### src/rtl/fifo_wr_arbiter.sv
// fifo_wr_arbiter: round-robin arbiter that shares the async FIFO's single write
// port among N_REQ valid/ready requesters, in the write-clock domain.
//
// Ports:
//   wr_clk_i      write-side clock (only clock)
//   wr_rst_ni     asynchronous active-low reset
//   req_valid_i   per-requester word valid
//   req_data_i    requester i data at [i*DW +: DW]
//   req_last_i    per-requester last word of packet (qualified by valid)
//   req_ready_o   per-requester accept, at most one bit high
//   full_i        FIFO full flag (wr_clk domain)
//   fifo_wr_en_o  FIFO write enable
//   fifo_data_o   FIFO write data
//   grant_id_o    index of the current grantee
//   busy_o        high while a grant is held
module fifo_wr_arbiter #(
  parameter int unsigned N_REQ     = 4,
  parameter int unsigned DW        = 8,
  parameter int unsigned MAX_BURST = 4,
  parameter int unsigned GW        = (N_REQ > 1) ? $clog2(N_REQ) : 1
) (
  input  logic                wr_clk_i,
  input  logic                wr_rst_ni,
  input  logic [N_REQ-1:0]    req_valid_i,
  input  logic [N_REQ*DW-1:0] req_data_i,
  input  logic [N_REQ-1:0]    req_last_i,
  output logic [N_REQ-1:0]    req_ready_o,
  input  logic                full_i,
  output logic                fifo_wr_en_o,
  output logic [DW-1:0]       fifo_data_o,
  output logic [GW-1:0]       grant_id_o,
  output logic                busy_o
);

  localparam int unsigned BCW = $clog2(MAX_BURST + 1);

  typedef enum logic [0:0] {StIdle, StGrant} state_e;

  state_e         state_q, state_d;
  logic [GW-1:0]  grant_q, grant_d;
  logic [GW-1:0]  rr_ptr_q, rr_ptr_d;
  logic [BCW-1:0] burst_cnt_q, burst_cnt_d;

  logic [DW-1:0]  data_arr [N_REQ];
  logic           arb_found;
  logic [GW-1:0]  arb_idx;
  logic [GW-1:0]  arb_cand;
  logic [GW-1:0]  next_ptr;
  logic           xfer;

  always_comb begin
    for (int unsigned i = 0; i < N_REQ; i++) begin
      data_arr[i] = req_data_i[i*DW +: DW];
    end
  end

  // Scan from rr_ptr upward (wrapping) for the first valid requester.
  always_comb begin
    arb_found = 1'b0;
    arb_idx   = '0;
    arb_cand  = '0;
    for (int unsigned i = 0; i < N_REQ; i++) begin
      arb_cand = GW'((32'(rr_ptr_q) + i) % N_REQ);
      if (!arb_found && req_valid_i[arb_cand]) begin
        arb_found = 1'b1;
        arb_idx   = arb_cand;
      end
    end
  end

  // The releasing grantee becomes the lowest priority at the next scan.
  assign next_ptr = (grant_q == GW'(N_REQ - 1)) ? '0 : grant_q + 1'b1;

  always_comb begin
    state_d      = state_q;
    grant_d      = grant_q;
    rr_ptr_d     = rr_ptr_q;
    burst_cnt_d  = burst_cnt_q;
    req_ready_o  = '0;
    fifo_wr_en_o = 1'b0;
    fifo_data_o  = '0;
    xfer         = 1'b0;
    unique case (state_q)
      StIdle: begin
        if (arb_found) begin
          grant_d     = arb_idx;
          burst_cnt_d = '0;
          state_d     = StGrant;
        end
      end
      StGrant: begin
        req_ready_o[grant_q] = ~full_i;
        xfer                 = req_valid_i[grant_q] & ~full_i;
        fifo_wr_en_o         = xfer;
        fifo_data_o          = data_arr[grant_q];
        if (xfer) begin
          burst_cnt_d = burst_cnt_q + 1'b1;
        end
        // Dropping valid forfeits the grant even while the FIFO is full.
        if (!req_valid_i[grant_q] ||
            (xfer && (req_last_i[grant_q] || (burst_cnt_d == BCW'(MAX_BURST))))) begin
          state_d  = StIdle;
          rr_ptr_d = next_ptr;
        end
      end
      default: state_d = StIdle;
    endcase
  end

  always_ff @(posedge wr_clk_i or negedge wr_rst_ni) begin
    if (!wr_rst_ni) begin
      state_q     <= StIdle;
      grant_q     <= '0;
      rr_ptr_q    <= '0;
      burst_cnt_q <= '0;
    end else begin
      state_q     <= state_d;
      grant_q     <= grant_d;
      rr_ptr_q    <= rr_ptr_d;
      burst_cnt_q <= burst_cnt_d;
    end
  end

  assign grant_id_o = grant_q;
  assign busy_o     = (state_q == StGrant);

endmodule

### config.mk
export PLATFORM = sky130hd
export DESIGN_NAME = fifo_wr_arbiter
export DESIGN_NICKNAME = d
export VERILOG_FILES = /design/src/rtl/fifo_wr_arbiter.sv
export SDC_FILE = /design/constraint.sdc
export NUM_CORES = 1
export LEC_CHECK = 0
export ABC_AREA = 1
export ABC_CLOCK_PERIOD_IN_PS = 1800
export CORE_ASPECT_RATIO = 0.6
export CORE_MARGIN = 1.5
export CORE_UTILIZATION = 35
export CTS_CLUSTER_SIZE = 30
export DETAILED_ROUTE_END_ITERATION = 12
export PLACE_DENSITY = 0.79
export SYNTH_ARGS = -nofsm -noshare
export SYNTH_HDL_FRONTEND = slang
export SYNTH_SLANG_ARGS = --single-unit
### constraint.sdc
create_clock -name wr_clk_i -period 1.8 [get_ports wr_clk_i]
set_clock_uncertainty 0.1 [all_clocks]
set_input_delay 0.54 -clock wr_clk_i [delete_from_list [all_inputs] [get_ports wr_clk_i]]
set_output_delay 0.54 -clock wr_clk_i [all_outputs]
set_load 0.1 [all_outputs]
==> results_dict.tcl <==
set metrics [dict create \
    crit_required_ps 1160 \
    portBuffers 58 \
    yosys.cell_types.count 25 \
    grtUsageTotal_pct 25.7 \
    maxSlewHeadroom_pct 74.4 \
    pre_cts_ws_ps -514 \
    vias 1517 \
    rows 15 \
    routabilityCongestion 0.877 \
    ant_nets 0 \
    path_clk_slew_ps 40 \
    n_antenna_cell 0 \
    crit_arrival_ps 1530 \
    syn_to_final_growth_pct 138 \
    synth_cells 182 \
    yosys.area.top_type_share_pct 19.2 \
    crit_type "reg2out" \
    startpoint "grant_id_o[0]" \
    coreArea_um2 2850 \
    chipWidth_um 73.5 \
    r2r_slack_ps -170 \
    critPathMostFrequentCell "nor2_1" \
    tightestPinTransition_ps 382 \
    yosys_warnings 0 \
    rr_endpoint "rr_ptr_q[1]" \
    ios 59 \
    post-route-period-util_pct 120 \
    violations "negative setup slack" \
    synth_adder_area_share_pct 6.00 \
    ys_async_sr_fraction_pct 100 \
    syn_avg_cell_area_um2 5.73 \
    grt_pass1_wl_um 6440 \
    worstHoldPathCells 2 \
    fmax_mhz 462 \
    path_cells "clkbuf_16 > nor2_1 > nor2_1 > o21ai_2 > a21oi_4 > buf_12" \
    synth_xor_area_share_pct 1.56 \
    seq_area_frac_synth_pct 19.2 \
    cts_root_buffer "clkbuf_8" \
    clk_latency_ps 230 \
    synth_flop_cell "dfrtp_1" \
    final_util_pct 86.8 \
    critPathBufInv 2 \
    synth_area_um2 1040 \
    cts_buffer_depth 2 \
    critPathCaptureType "output pin" \
    cts_buffers 3 \
    cts_tree "built" \
    rr_startpoint "grant_id_o[0]" \
    die_area_um2 3330 \
    hold_end "burst_cnt_q[1]" \
    start_util_pct 36.5 \
    critPathTopFamily "flip-flops" \
    period_minus_slack_ps 2170 \
    drive_gt1_share_pct 47.2 \
    finalHoldViolCount 0 \
    synth_area_leader_cell "dfrtp_1" \
    hold_buffers 0 \
    ys_top_cells_by_count "nand2_1, nor2_1, o21ai_0" \
    finalNonFillerCells 307 \
    crit_fanout 7 \
    rsz0062_at_grt "yes" \
    route.detailed.wl_per_inst_um 14.4 \
    hp-class "reg2reg" \
    dp_hpwl_um 3120 \
    dr.pass1.iters 4 \
    synthSimpleGateAreaFrac_pct 40.7 \
    start_kind "register" \
    slowest_stage "dfrtp_4" \
    finalWirelength_um 4420 \
    finalWorstSetupSlack_ps -366 \
    finalSetupViolCount 20 \
    drv_slew 0 \
    hold_start "burst_cnt_q[1]" \
    drt_iter0_markers 50 \
    antenna_found_initial 0 \
    muxShareOfSynthArea_pct 0 \
    grt_max_degree 20 \
    synth-edff-count 0 \
    cts_sinks 8 \
    viasPerCell 4.94 \
    maxCapViolCount 0 \
    syn_nets 230 \
    grt_pass1_vias 1330 \
    grt-ovfl-total 0 \
    drc 0 \
    outcome "finished with violations" \
    synth_top_family_by_area "simple AND/OR/NAND/NOR gates" \
    ys_ff_latch 8 \
    synthTopCellsByArea "dfrtp_1, nand2_1, nor2_1, o21ai_0, ha_1" \
    yosysMostFrequentCell "nand2_1" \
    cpPeakStageDelay_ps 510 \
    dp_cells 292 \
    die_h_um 45.3 \
    cts_max_level 1 \
    nNetsFinal 314 \
    ff2ff_path_depth 13 \
    synth-compound-area-share_pct 22.0 \
]
stage by stage:
step	cell area, um^2	setup TNS, ps	hold slack [ps]
2_1_floorplan	1320	-6720	144
3_3_place_gp	2140	-9210	452
3_5_place_dp	2140	-9540	462
4_1_cts	2360	-4470	479
5_1_grt	2480	-6290	509
6_report	2480	-5000	479
registers in the layout, summed over array words and instances, names as in the netlist:
name	cells
burst_cnt_q	3
busy_o	1
grant_id_o	2
rr_ptr_q	2
placed cells by master (no fill, tap or decap), types with 3 or more instances in the layout:
master,instances
nand2_1,33
nor2_1,23
clkdlybuf4s50_1,21
o21ai_2,19
dlygate4sd2_1,19
buf_12,19
buf_4,18
nor2_2,11
inv_1,11
nand2_2,10
a21oi_4,8
nor2_4,6
buf_6,6
nand3_1,5
inv_2,4
nand4_1,4
dfrtp_1,4
o21ai_1,3
a21oi_1,3
o22ai_1,3
ha_1,3
dfrtp_4,3
clkbuf_8,3
cells by family after synthesis:
| family | Yosys count |
|---|---|
| simple gates | 100 |
| xor+xnor | 1 |
| fa+ha+maj | 5 |
| compound gates | 42 |
| flops | 8 |
| buf+inv | 26 |
final cells by class:
type | instances | area, um^2
Clock buffer | 4 | 45.0
Fill cell | 160 | 377
Multi-Input combinational cell | 148 | 1060
Sequential cell | 8 | 213
Tap cell | 42 | 52.6
Inverter | 18 | 92.6
Timing Repair Buffer | 87 | 1010
worst max-delay path by stage:
| stage | slack (ps) | cells after the start | endpoint |
|---|---|---|---|
| 3_3_place_gp | -500 | 6 | fifo_wr_en_o |
| 5_1_grt | -410 | 6 | fifo_data_o[7] |
| 2_1_floorplan | -570 | 6 | fifo_data_o[0] |
| 3_5_place_dp | -510 | 6 | fifo_wr_en_o |
| 6_report | -370 | 6 | fifo_data_o[7] |
| 4_1_cts | -330 | 6 | fifo_data_o[3] |
worst reg2reg max path: cells and delay by family, from the launching register on:
kind | cells | cell delay (ps)
AND/OR/NAND/NOR | 10 | 730
flip-flops | 1 | 550
buffers and inverters | 3 | 470
routing by layer:
layer	vias up	GRT usage, %	routed length (um)
li1	768	-	-
met1	703	37.4	2120
met2	42	40.0	2040
met3	4	5.13	222
met4	0	4.44	40
met5	-	0	0
repair_timing:
item / 4_1_cts / 5_1_grt
endpoints found under the setup margin: 21 / 23
cloned: 1 / 1
gates resized for setup: 73 / 25
pin swaps: 35 / 9
buffers inserted: 6 / 4
Power is left out: the tool's default activity adds up to more than one toggle a clock period on the data nets, which glitch-free logic cannot reach.
